**config.mk**
```make
export PLATFORM = sky130hd
export DESIGN_NAME = pc_fetch_sequencer
export DESIGN_NICKNAME = d
export VERILOG_FILES = /design/src/rtl/pc_fetch_sequencer.sv
export SDC_FILE = /design/constraint.sdc
export NUM_CORES = 1
export LEC_CHECK = 0
export CORE_ASPECT_RATIO = 2
export CORE_MARGIN = 2
export CORE_UTILIZATION = 40
export CTS_CLUSTER_DIAMETER = 100
export DETAILED_ROUTE_END_ITERATION = 6
export HOLD_SLACK_MARGIN = 0.1
export MAX_ROUTING_LAYER = met4
export PLACE_DENSITY = 0.74
export SYNTH_ARGS = -nofsm -noshare
export SYNTH_HDL_FRONTEND = slang
export SYNTH_SLANG_ARGS = --single-unit
```
**constraint.sdc**
```tcl
create_clock -name clk -period 4.55 [get_ports clk]
set_clock_uncertainty 0.2 [all_clocks]
set_input_delay 0.91 -clock clk [delete_from_list [all_inputs] [get_ports clk]]
set_output_delay 0.91 -clock clk [all_outputs]
set_load 0.01 [all_outputs]
```
**src/rtl/pc_fetch_sequencer.sv**
```systemverilog
// PC fetch sequencer: IDLE -> FETCH -> EXEC loop that walks the program counter,
// resolves jumps/branches on retirement and halts on a misaligned next PC.
module pc_fetch_sequencer #(
    parameter int unsigned                DATA_BIT_WIDTH = 32,
    parameter logic [DATA_BIT_WIDTH-1:0]  RESET_PC       = '0
) (
    input  logic                      clk,
    input  logic                      reset,
    input  logic                      imem_ready,
    output logic                      imem_req,
    output logic [DATA_BIT_WIDTH-1:0] pc,
    output logic [DATA_BIT_WIDTH-1:0] pc_plus4,
    output logic                      instr_valid,
    input  logic                      ex_done,
    input  logic                      is_jump,
    input  logic                      is_branch,
    input  logic                      cond_flag,
    input  logic [DATA_BIT_WIDTH-1:0] alu_result,
    input  logic [DATA_BIT_WIDTH-1:0] branch_offset,
    output logic [DATA_BIT_WIDTH-1:0] retire_cnt,
    output logic                      misalign_err
);

    localparam logic [DATA_BIT_WIDTH-1:0] PC_STEP  = DATA_BIT_WIDTH'(4);
    localparam logic [DATA_BIT_WIDTH-1:0] CNT_STEP = DATA_BIT_WIDTH'(1);

    typedef enum logic [1:0] {
        StIdle,
        StFetch,
        StExec,
        StHalt
    } state_e;

    state_e                    r_state;
    state_e                    w_state_next;
    logic [DATA_BIT_WIDTH-1:0] r_pc;
    logic [DATA_BIT_WIDTH-1:0] r_retire_cnt;
    logic                      r_misalign_err;

    logic [DATA_BIT_WIDTH-1:0] w_pc_plus4;
    logic [DATA_BIT_WIDTH-1:0] w_branch_target;
    logic [DATA_BIT_WIDTH-1:0] w_next_pc;
    logic                      w_retire;
    logic                      w_halt;

    // Sequential-PC and branch-target adders; both wrap at the datapath width.
    always_comb begin
        w_pc_plus4      = r_pc + PC_STEP;
        w_branch_target = w_pc_plus4 + (branch_offset << 2);
    end

    // Next-PC select: a jump overrides any branch, a taken branch beats fall-through.
    always_comb begin
        w_next_pc = w_pc_plus4;
        if (is_jump) begin
            w_next_pc = alu_result;
        end else if (is_branch && cond_flag) begin
            w_next_pc = w_branch_target;
        end
    end

    // Next-state logic; retire or halt is decided only on the EXEC ex_done edge.
    always_comb begin
        w_state_next = r_state;
        w_retire     = 1'b0;
        w_halt       = 1'b0;
        unique case (r_state)
            StIdle: begin
                w_state_next = StFetch;
            end
            StFetch: begin
                if (imem_ready) begin
                    w_state_next = StExec;
                end
            end
            StExec: begin
                if (ex_done) begin
                    if (w_next_pc[1:0] != 2'b00) begin
                        w_state_next = StHalt;
                        w_halt       = 1'b1;
                    end else begin
                        w_state_next = StFetch;
                        w_retire     = 1'b1;
                    end
                end
            end
            StHalt: begin
                w_state_next = StHalt;
            end
        endcase
    end

    // State register.
    always_ff @(posedge clk or posedge reset) begin
        if (reset) begin
            r_state <= StIdle;
        end else begin
            r_state <= w_state_next;
        end
    end

    // PC, retire counter and sticky misalignment flag.
    always_ff @(posedge clk or posedge reset) begin
        if (reset) begin
            r_pc           <= RESET_PC;
            r_retire_cnt   <= '0;
            r_misalign_err <= 1'b0;
        end else begin
            if (w_retire) begin
                r_pc         <= w_next_pc;
                r_retire_cnt <= r_retire_cnt + CNT_STEP;
            end
            if (w_halt) begin
                r_misalign_err <= 1'b1;
            end
        end
    end

    // Handshake outputs depend on state alone, so they can never overlap.
    assign imem_req     = (r_state == StFetch);
    assign instr_valid  = (r_state == StExec);
    assign pc           = r_pc;
    assign pc_plus4     = w_pc_plus4;
    assign retire_cnt   = r_retire_cnt;
    assign misalign_err = r_misalign_err;

endmodule

```
Word level (Yosys, flattened, before mapping)
Index checks and enable logic that the tools add are counted.
Widths: inputs -> output; s select.

operators by class
  equal/unequal tests = 5
  add/subtract/negate cells = 3
  mux-type cells = 12
  reduce and logical (&&, ||, !) cells = 4

operators with widths
  operator               number
  $mux 32                2
  $add 32x1->32 const B  1
  $add 32x3->32 const B  1
  $add 32x32->32         1
  $pmux 2 s4             1
  $mux 1                 6
  $mux 2                 3
  $eq 2x2->1 const B     2
  $eq 2x1->1 const B     1
  $logic_not 2->1        1
  $ne 2x1->1 const B     1
  $ne 2x2->1 const B     1
  $reduce_and 2->1       1
  $reduce_bool 2->1      1
  $logic_and 1x1->1      1

word-level totals
  logic and storage cells = 28
  output and inout port bits = 99
  bits in registers = 67
  input port bits = 71

Logic depth before layout (Yosys ltp)
  depth in word-level cells = 8
  depth in mapped cells = 15
  mapped depth without buffers = 14

Worst setup path before layout
Ideal clock, no wire load.

  path kind = register -> register
  start = register r_pc[2], in the netlist pc[2]
  end = register r_pc[31], in the netlist pc[31]
  period minus slack after synthesis = 3883 ps
  library setup time = 69 ps
  stages on the path, launching flop included = 15
  path buffers = 1
  arrival time = 3614 ps
  required time = 4281 ps
  path slack = 667 ps
  cell sequence = dfrtp_1 -> ha_1 -> nand3_1 -> nor4_1 -> nand3_1 -> xnor2_1 -> ha_1 -> clkbuf_1 -> nand2_1 -> nor3_1 -> a311oi_2 -> a211oi_1 -> or3_1 -> a2111o_1 -> nand3_1

on the way
  longest elaborated chain between the ends = 4

RTL lines
  element                 line  source
  from (decl)             36    logic [DATA_BIT_WIDTH-1:0] r_pc;
  from (signal assigned)  110   r_pc <= w_next_pc;
  $add 32x3->32           48    w_pc_plus4 = r_pc + PC_STEP;
  via pc_plus4[18]        12    output logic [DATA_BIT_WIDTH-1:0] pc_plus4,
  $add 32x32->32          49    w_branch_target = w_pc_plus4 + (branch_offset << 2);
  $mux 32                 57    end else if (is_branch && cond_flag) begin
  $mux 32                 55    if (is_jump) begin

The timed path passes the listed nets, and every way through them passes these cells.
A chain may end at the register's enable or synchronous reset.

Worst setup path in the final report
  start = register r_pc[4], in the netlist pc[4]
  end = register r_pc[31], in the netlist pc[31]

on the way
  longest elaborated chain between the ends = 4

RTL lines
  element            line
  $add 32x3->32 (*)  48
  $add 32x32->32     49
  $mux 32 (*)        57
  $mux 32 (*)        55

Every way passes the cells marked *; elsewhere a longest branch is shown, timed or not.

==> impl_metrics.yaml <==
worst_setup_path:
  max_stage_delay_ps: 460
  critical_path_class: "reg -> reg"
  reg2regPathDepth: 13
  crit_fanout: 7
  path_delay_family: "simple AND/OR/NAND/NOR gates"
  cp_slowest_cell: "dfrtp_1"
  r2r_end: "pc[31]$_DFFE_PP0P_"
  worstReg2RegStart: "pc[4]$_DFFE_PP0P_"
  cp-end-kind: "flop"
  crit_path_cell_trace: "nand4_1 > buf_4 > nor4_1 > nand2_1 > xnor2_1 > ha_1 > nand2_1 > nor3_1 > a311oi_2 > a211oi_1 > or3_1 > a2111o_1 > nand3_1"
  cp_num_buf_inv: 1
  startpoint_type: "flop"
  cpMostUsedCell: "nand2_1"
  cp_data_required_time_ps: 4620
  reg2reg_slack_ps: 440
  cp.arrival_ps: 4180
yosys:
  synth_cell_types: 57
  synthesis.area_um2: 5455
  ys.flop_type: "dfrtp_1"
  avgSynthCellArea_um2: 8.241
  synthCells: 662
  synthesis.nets: 772
  synth-edff-count: 0
  synth-warning-count: 0
  ys_ff_latch: 67
  synth_async_sr_flop_share_pct: 100.0
  seq_area_frac_synth_pct: 30.73
clock_network:
  htreeDepth: 3
  cts_tree: "yes"
  cts_buffer_depth: 2
  clock_sinks: 67
  cts_hold_buf: 0
  clock_latency_ps: 340
  cts_buffers: 9
  cts.reportedPaths.clkPinSlew_ps: 60
  root_buffer: "clkbuf_16"
routing:
  dr.pass1.iters: 5
  via_per_inst: 5.812
  antenna_left: 0
  wl_per_cell_um: 18.62
  drc: 0
  drtIter0Drc: 237
  vias: 5829
  routed_wl_um: 18670
pwr:
  powerDensity_nw_per_um2: 343.3
  vdd_drop_max_mv: 0.2900
  p_leak_nw: 3.380
floorplanning:
  core_area_um2: 13360
  die_w_um: 86.58
  rows: 60
  fp.dieH_um: 169.2
  die_area_um2: 14640
  start_util_pct: 40.82
  ios: 170
global_routing:
  grt-ovfl-total: 0
  grt_use_total_pct: 26.08
  grt_max_degree: 32
  grt_pass1_vias: 5904
  grt_pass1_wl_um: 29020
  antenna_found_initial: 1
place:
  post_dp_cell_area_um2: 7411
  hpwl_um: 14660
  routabilityCongestion: 0.9584
  io_buffers: 167
min_path:
  hold_path_class: "reg -> reg"
  hp-start: "retire_cnt[31]$_DFFE_PP0P_"
  hold_depth: 1
  hold_end: "retire_cnt[31]$_DFFE_PP0P_"
sta:
  fin_tns_setup_ps: 0
  final.min_clock_period_ps: 4113
  tightest_slew_ps: 638.0
  fin_hold_ws_ps: 285.0
  period_share_pct: 90.39
  rsz0062_at_grt: "no"
  slew_viol_final: 0
  relSlewSlack_pct: 57.41
  final-hold-violation-count: 0
  setup_viol: 0
  timing.fmax_mhz: 243.1
layout:
  layout_commonest_cell: "clkdlybuf4s50_1"
  design_area_um2: 7754
  nNetsFinal: 952
  layout_common_cells: "clkdlybuf4s50_1 (167), nand2_1 (70), dfrtp_1 (67)"
  drive_gt1_share_pct: 6.848
  area_growth_syn_to_layout_pct: 42.13
status:
  outcome: "finished, final reports clean"
flow_run:
  maxCapViolCount: 0
==> per-stage QoR <==
stage	instances	power, W	worst slack, ps	utilization (%)
final	1003	0.002662	437.1	58.02
after CTS	1002	0.002668	367.8	57.96
after detailed placement	986	0.001874	381.8	55.46
after floorplan	662	0.001375	667.3	-
after global placement	986	0.001866	456.2	55.46
after global routing	1003	0.002813	166.5	58.02
==> power breakdown <==
| part | internal [W] | switching (W) |
|---|---|---|
| combinational | 0.000555 | 0.000591 |
| clock | 0.000501 | 0.000282 |
| sequential | 0.000650 | 0.0000828 |
| total | 0.00171 | 0.000956 |
==> timing repair <==
action                                  in CTS  in global routing
resized for setup                            0                  1
endpoints found under the setup margin       0                  1
setup buffers                                0                  0
==> flip-flops by register name (all words and copies together), names as in the netlist <==
| register | cells |
|---|---|
| misalign_err | 1 |
| pc | 32 |
| r_state | 2 |
| retire_cnt | 32 |
==> area by class of cell <==
type                       instances  area (um^2)
sequential                        67         1677
clock inverter                     6        95.09
inverter                          11        41.29
multi-input combinational        562         3654
timing repair buffer             191         1852
fill                            1237         5609
antenna                            1        2.502
clock buffer                      10        239.0
tap                              155        193.9
==> worst max path at each step <==
stage	startpoint	to	slack (ps)	cells past startpoint
3_5_place_dp	pc[11]$_DFFE_PP0P_	pc[31]$_DFFE_PP0P_	380	13
2_1_floorplan	pc[2]$_DFFE_PP0P_	pc[31]$_DFFE_PP0P_	670	14
3_3_place_gp	pc[11]$_DFFE_PP0P_	pc[31]$_DFFE_PP0P_	460	13
6_report	pc[4]$_DFFE_PP0P_	pc[31]$_DFFE_PP0P_	440	13
5_1_grt	pc[4]$_DFFE_PP0P_	pc[31]$_DFFE_PP0P_	170	13
4_1_cts	pc[11]$_DFFE_PP0P_	pc[31]$_DFFE_PP0P_	370	13
==> cells by family after synthesis <==
group / Yosys count / share of synthesized area, %
adder cells (fa/ha/maj): 39 / 9.083
AO/OA/AOI/OAI: 177 / 21.33
buffers and inverters: 33 / 2.454
multiplexers: 2 / 0.3899
XOR/XNOR: 77 / 12.36
flip-flops: 67 / 30.73
AND/OR/NAND/NOR: 267 / 23.65
==> routing by layer <==
| metal | global-route usage (%) | wire, um | up-vias | part of all wire, % |
|---|---|---|---|---|
| met5 | - | 0 | - | 0 |
| met4 | 18.14 | 1396 | 0 | 7.5 |
| met3 | 3.113 | 1008 | 88 | 5.4 |
| met2 | 44.28 | 9529 | 253 | 51 |
| met1 | 27.47 | 6739 | 2706 | 36 |
| li1 | - | - | 2782 | - |
==> cell usage after synthesis, drive strengths merged, types with 3 or more instances <==
library cell,count,area share (%)
nand2,70,4.8
dfrtp,67,31
nor2,59,4.1
xnor2,52,8.3
o21ai,49,4.5
nand3,44,4.0
a21oi,41,4.1
ha,38,8.7
xor2,25,4.0
and3,21,2.4
nor3,20,1.8
a211oi,19,2.6
clkbuf,19,1.3
a21o,18,2.5
nand4,14,1.6
inv,11,0.76
and2,9,1.0
and4,7,1.1
o22ai,7,0.80
nor2b,6,0.69
nor4,6,0.69
a221oi,5,0.80
o21a,5,0.69
a211o,4,0.64
o21bai,4,0.55
a22o,3,0.48
buf,3,0.37
nand2b,3,0.34
or2,3,0.34
or3,3,0.34
Power figures use the tool's default switching activity.
